--- src/rtl/poly_mul_pkg.sv ---
// Shared constants and sequencer state encoding for the poly_mul stream controller,
// also reusable by the multiplier wrapper test bench.
package poly_mul_pkg;

    localparam int N_A = 64;
    localparam int N_B = 64;
    localparam int N_C = 128;
    localparam int DW  = 16;
    localparam int AW  = 7;

    typedef enum logic [1:0] {
        ST_LOAD  = 2'd0,
        ST_KICK  = 2'd1,
        ST_WAIT  = 2'd2,
        ST_DRAIN = 2'd3
    } poly_mul_state_e;

endpackage

--- src/rtl/poly_mul_out_reg.sv ---
// Single-entry output register with last flag; refills in the same cycle it drains,
// so sustained m_ready gives one beat per cycle.
module poly_mul_out_reg #(
    parameter int DW = 16
) (
    input  logic          clk,
    input  logic          resetn,
    input  logic          load,
    input  logic [DW-1:0] load_data,
    input  logic          load_last,
    input  logic          m_ready,
    output logic [DW-1:0] m_data,
    output logic          m_valid,
    output logic          m_last
);

    // A beat transfers on a rising edge where m_valid && m_ready; while m_valid is high
    // and m_ready is low, m_data/m_last/m_valid hold unchanged.
    always_ff @(posedge clk or negedge resetn) begin
        if (!resetn) begin
            m_data  <= '0;
            m_valid <= 1'b0;
            m_last  <= 1'b0;
        end else if (load) begin
            m_data  <= load_data;
            m_valid <= 1'b1;
            m_last  <= load_last;
        end else if (m_ready) begin
            m_valid <= 1'b0;
            m_last  <= 1'b0;
        end
    end

endmodule

--- src/rtl/poly_mul_stream_ctrl.sv ---
// Stream sequencer around the poly multiplier wrapper: loads A/B from the input stream,
// pulses start, waits for done, then streams the result slots out.
module poly_mul_stream_ctrl #(
    parameter int N_A = poly_mul_pkg::N_A,
    parameter int N_B = poly_mul_pkg::N_B,
    parameter int N_C = poly_mul_pkg::N_C,
    parameter int DW  = poly_mul_pkg::DW,
    parameter int AW  = poly_mul_pkg::AW
) (
    input  logic                          clk,
    input  logic                          resetn,
    input  logic [DW-1:0]                 s_data,
    input  logic                          s_valid,
    input  logic                          s_last,
    output logic                          s_ready,
    output logic [DW-1:0]                 m_data,
    output logic                          m_valid,
    output logic                          m_last,
    input  logic                          m_ready,
    output logic [AW-1:0]                 mul_address,
    output logic [DW-1:0]                 mul_data_in,
    output logic                          mul_write_en,
    output logic                          mul_start,
    input  logic [DW-1:0]                 mul_data_out,
    input  logic                          mul_done,
    output logic                          busy,
    output logic                          frame_err,
    output poly_mul_pkg::poly_mul_state_e dbg_state
);
    import poly_mul_pkg::*;

    localparam logic [AW:0] WR_LAST = (AW+1)'(N_A + N_B - 1);
    localparam logic [AW:0] RD_LAST = (AW+1)'(N_C - 1);
    localparam logic [AW:0] RD_END  = (AW+1)'(N_C);

    poly_mul_state_e state, state_d;
    logic [AW:0]     wr_cnt;
    logic [AW:0]     rd_cnt;
    logic            rst_done;
    logic            s_hs;
    logic            load_en;

    assign s_hs      = s_valid && s_ready;
    assign busy      = !(state == ST_LOAD && wr_cnt == '0);
    assign dbg_state = state;

    // rst_done keeps s_ready low while resetn is asserted even though state sits in LOAD.
    always_ff @(posedge clk or negedge resetn) begin
        if (!resetn) begin
            state     <= ST_LOAD;
            wr_cnt    <= '0;
            rd_cnt    <= '0;
            rst_done  <= 1'b0;
            frame_err <= 1'b0;
        end else begin
            state    <= state_d;
            rst_done <= 1'b1;
            if (state == ST_LOAD && s_hs) begin
                if (s_last != (wr_cnt == WR_LAST))
                    frame_err <= 1'b1;
                wr_cnt <= (wr_cnt == WR_LAST) ? '0 : wr_cnt + 1'b1;
            end
            if (state == ST_WAIT && mul_done)
                rd_cnt <= '0;
            else if (load_en)
                rd_cnt <= rd_cnt + 1'b1;
        end
    end

    always_comb begin
        state_d      = state;
        s_ready      = 1'b0;
        mul_write_en = 1'b0;
        mul_address  = '0;
        mul_data_in  = '0;
        mul_start    = 1'b0;
        load_en      = 1'b0;
        case (state)
            ST_LOAD: begin
                s_ready      = rst_done;
                mul_write_en = s_valid && rst_done;
                mul_address  = wr_cnt[AW-1:0];
                mul_data_in  = s_data;
                // A fixed-length load: only the beat count ends it, never s_last.
                if (s_valid && rst_done && wr_cnt == WR_LAST)
                    state_d = ST_KICK;
            end
            ST_KICK: begin
                mul_start = 1'b1;
                state_d   = ST_WAIT;
            end
            ST_WAIT: begin
                if (mul_done)
                    state_d = ST_DRAIN;
            end
            ST_DRAIN: begin
                mul_address = rd_cnt[AW-1:0];
                load_en     = (!m_valid || m_ready) && (rd_cnt < RD_END);
                if (m_valid && m_ready && m_last)
                    state_d = ST_LOAD;
            end
            default: state_d = ST_LOAD;
        endcase
    end

    poly_mul_out_reg #(.DW(DW)) u_out_reg (
        .clk       (clk),
        .resetn    (resetn),
        .load      (load_en),
        .load_data (mul_data_out),
        .load_last (rd_cnt == RD_LAST),
        .m_ready   (m_ready),
        .m_data    (m_data),
        .m_valid   (m_valid),
        .m_last    (m_last)
    );

endmodule

--- config.mk ---
export PLATFORM = sky130hd
export DESIGN_NAME = poly_mul_stream_ctrl
export DESIGN_NICKNAME = d
export VERILOG_FILES = /design/src/rtl/poly_mul_pkg.sv /design/src/rtl/poly_mul_out_reg.sv /design/src/rtl/poly_mul_stream_ctrl.sv
export SDC_FILE = /design/constraint.sdc
export NUM_CORES = 1
export LEC_CHECK = 0
export CAP_MARGIN = 15
export CORE_MARGIN = 1
export CORE_UTILIZATION = 40
export DETAILED_ROUTE_END_ITERATION = 12
export DONT_BUFFER_PORTS = 1
export PLACE_DENSITY_LB_ADDON = 0.15
export SLEW_MARGIN = 15
export SYNTH_ARGS = -nofsm -noshare
export SYNTH_HDL_FRONTEND = slang
export SYNTH_HIERARCHICAL = 1
export SYNTH_SLANG_ARGS = --single-unit
--- constraint.sdc ---
create_clock -name clk -period 1.8 [get_ports clk]
set_input_delay 0.36 -clock clk [delete_from_list [all_inputs] [get_ports clk]]
set_output_delay 0.36 -clock clk [all_outputs]
set_load 0.03 [all_outputs]
==> run summary <==
vias per cell - 5.26
Post-Syn Instances - 184
fmax - 541 MHz
Min Hold Slack - 0.154 ns
reg-to-reg critical path startpoint - dbg_state[0]
# H-tree levels - 2
pwr/cell area - 1860 mW/mm²
initial antenna violation count - 0
WL/cell - 16.0 µm
Total Wirelength - 4700 µm
Syn-to-layout area delta - 30.7%
worst hold start - mul_done
WHS Endpoint - rd_cnt[7]
placed cell areas - 0.00237 mm²
RePlAce Congestion - 0.904
share of cells above drive strength 1 - 46.0%
Avg Cell Area, Syn - 11.3 µm²
DP HPWL - 3390 µm
reg-to-reg slack, setup - 0.03 ns
global route overflow - 0
largest net degree at the start of global routing - 39
top cells by area, synth - dfrtp_1, mux2_4, and2_1, mux2_2, ha_1
Pre-Repair DR Iteration Count - 4
Yosys top cell area share - 45.7%
setup violators final - 17
DRC viols - 0
commonest non-fill, non-tap cell in the layout - dfrtp_1
Syn Nets - 230
CP startpoint kind - flip-flop
Fin Clk Skew - 0.00275 ns
mapped cell area - 0.00208 mm²
worst flop-to-flop path endpoint - wr_cnt[7]
synth warn - 6
clock sinks - 38
Leakage Power - 1.21 nW
WP buf/inv - 3
design area - 0.00272 mm²
drt initial violations - 66
IO Count - 86
via count - 1542
sequential area share after synthesis - 45.7%
area leader, netlist - dfrtp_1
maximum vdd drop - 0.864 mV
effective utilization at floorplan - 42.9%
clk_lat worst skew - 0.28 ns
status - finished with violations
pre-CTS setup slack - 0.0409 ns
Hold WC Path Type - input port to flip-flop
CORE AREA - 0.00485 mm²
Rows - 25
number of global-route vias before repair - 1636
Max FO, Critical Path - 8
clock transition at the registers of the reported paths - 0.07 ns
Die ar. - 0.00549 mm²
final-report hold violation count - 0
Arrival @ worst endpoint - 1.49 ns
max-cap violation count - 0
min setup slack post-route - -0.0476 ns
Total Power - 5.05 mW
failing checks - setup timing
All-Layer GR Usage - 18.2%
critical path cell sequence - inv_4 > ha_4 > buf_8 > a22oi_1 > nor2_2 > buf_4
CP Launch Point - dbg_state[0]
CP delay by family, top - flip-flops
Antenna Cells - 0
critical path class - flip-flop to output pin
hold path cells - 1
die width - 74.1 µm
TritonCTS clock tree - built
final worst path period need - 1.85 ns
CP max-delay cell - dfrtp_2
reg2reg path depth - 7
Worst setup EP type - output pin
Final Non-Filler Cells - 293
Die Height - 74.1 µm
Final period util - 103%
number of port buffers - 0
total CTS buffers - 5
Yosys cell types - 42
RSZ-0062 raised after global routing - yes
setup tns final - -0.481 ns
maximum clock insertion buffer count - 2
clk root buf - clkbuf_8
Crit path largest cell delay - 0.41 ns
Routed Antenna Nets - 0
most frequent cells in the layout - dfrtp_1, buf_4, buf_6
nets - 271
Slew Viols, Final - 0
first-pass GRT wire length - 7480 µm
Placed Cells - 276
Layout Utilization - 56.1%
Synth Register Bits - 38
Crit path required time - 1.44 ns
## repair_timing
action                                  4_1_cts  5_1_grt
pin swaps                                     5        6
resized for setup                            26       19
setup buffers                                 3        4
endpoints found under the setup margin       26       27
endpoints found under the hold margin        38        0
hold buffers                                  2        0
## kinds of logic after synthesis
family                   Yosys count  synth area share, %
buffers and inverters             17                 5.17
multiplexers                      19                 11.9
XOR/XNOR                          12                 5.05
AO/OA/AOI/OAI                     17                 5.90
flip-flops                        38                 45.7
adder cells (fa/ha/maj)            8                 4.81
AND/OR/NAND/NOR                   72                 21.3
other                              1                0.180
## Yosys cell counts, drive strengths merged
master    n
a21o      2
a21oi     1
a222oi    1
a22o      1
a22oi     7
a2bb2oi   1
and2     18
and3      2
buf       7
clkbuf    3
conb      1
dfrtp    38
ha        8
inv       7
mux2     18
mux2i     1
nand2     7
nand2b    1
nand3     6
nand4     3
nand4b    1
nor2     22
nor2b     1
nor3      3
nor3b     1
nor4      5
nor4b     1
o21ai     4
or3       1
xnor2     8
xor2      4
## worst max-delay path by stage
stage	cells after the start	slack, ns	endpoint
after global placement	5	0.08	u_out_reg/m_data[0]
after detailed placement	6	0.04	wr_cnt[7]
final	6	-0.05	mul_address[0]
after CTS	6	-0.08	mul_address[3]
after floorplan	8	-0.01	u_out_reg/m_data[10]
after global routing	6	-0.13	mul_address[4]
## power by group
part           total, mW  internal (mW)  switching (mW)
logic               2.59           1.30            1.29
clock network      0.591          0.309           0.282
registers           1.87           1.17           0.705
## state kept, by name, indices dropped and copies added, names as in the netlist
signal             flops
dbg_state              2
u_out_reg/m_data      16
wr_cnt                 8
u_out_reg/m_last       1
rd_cnt                 8
frame_err              1
u_out_reg/m_valid      1
rst_done               1
## routing by layer
layer	global-route usage, %	part of all wire [%]	vias to the layer above
met2	30.9	51	72
met5	0	0	-
met1	21.7	39	748
met3	4.88	7.1	12
li1	-	-	710
met4	7.69	2.4	0
## area by class of cell
cell class                      instances  area [µm²]
Clock buffer                            7        86.3
Clock inverter                          1        5.00
Fill cell                             427        2130
Inverter                                7        31.3
Multi-Input combinational cell        129        1110
Sequential cell                        38         953
Tap cell                               67        83.8
Timing Repair Buffer                   44         449
## worst reg2reg max path: stages, from the launching register on
cell and delay, ns:
dfrtp_2 0.44, inv_4 0.09, ha_4 0.16, buf_4 0.12
nand3_4 0.09, nor4_4 0.25, and3_1 0.21, mux2_4 0.29
No activity file was read; power rests on OpenSTA's default activity.
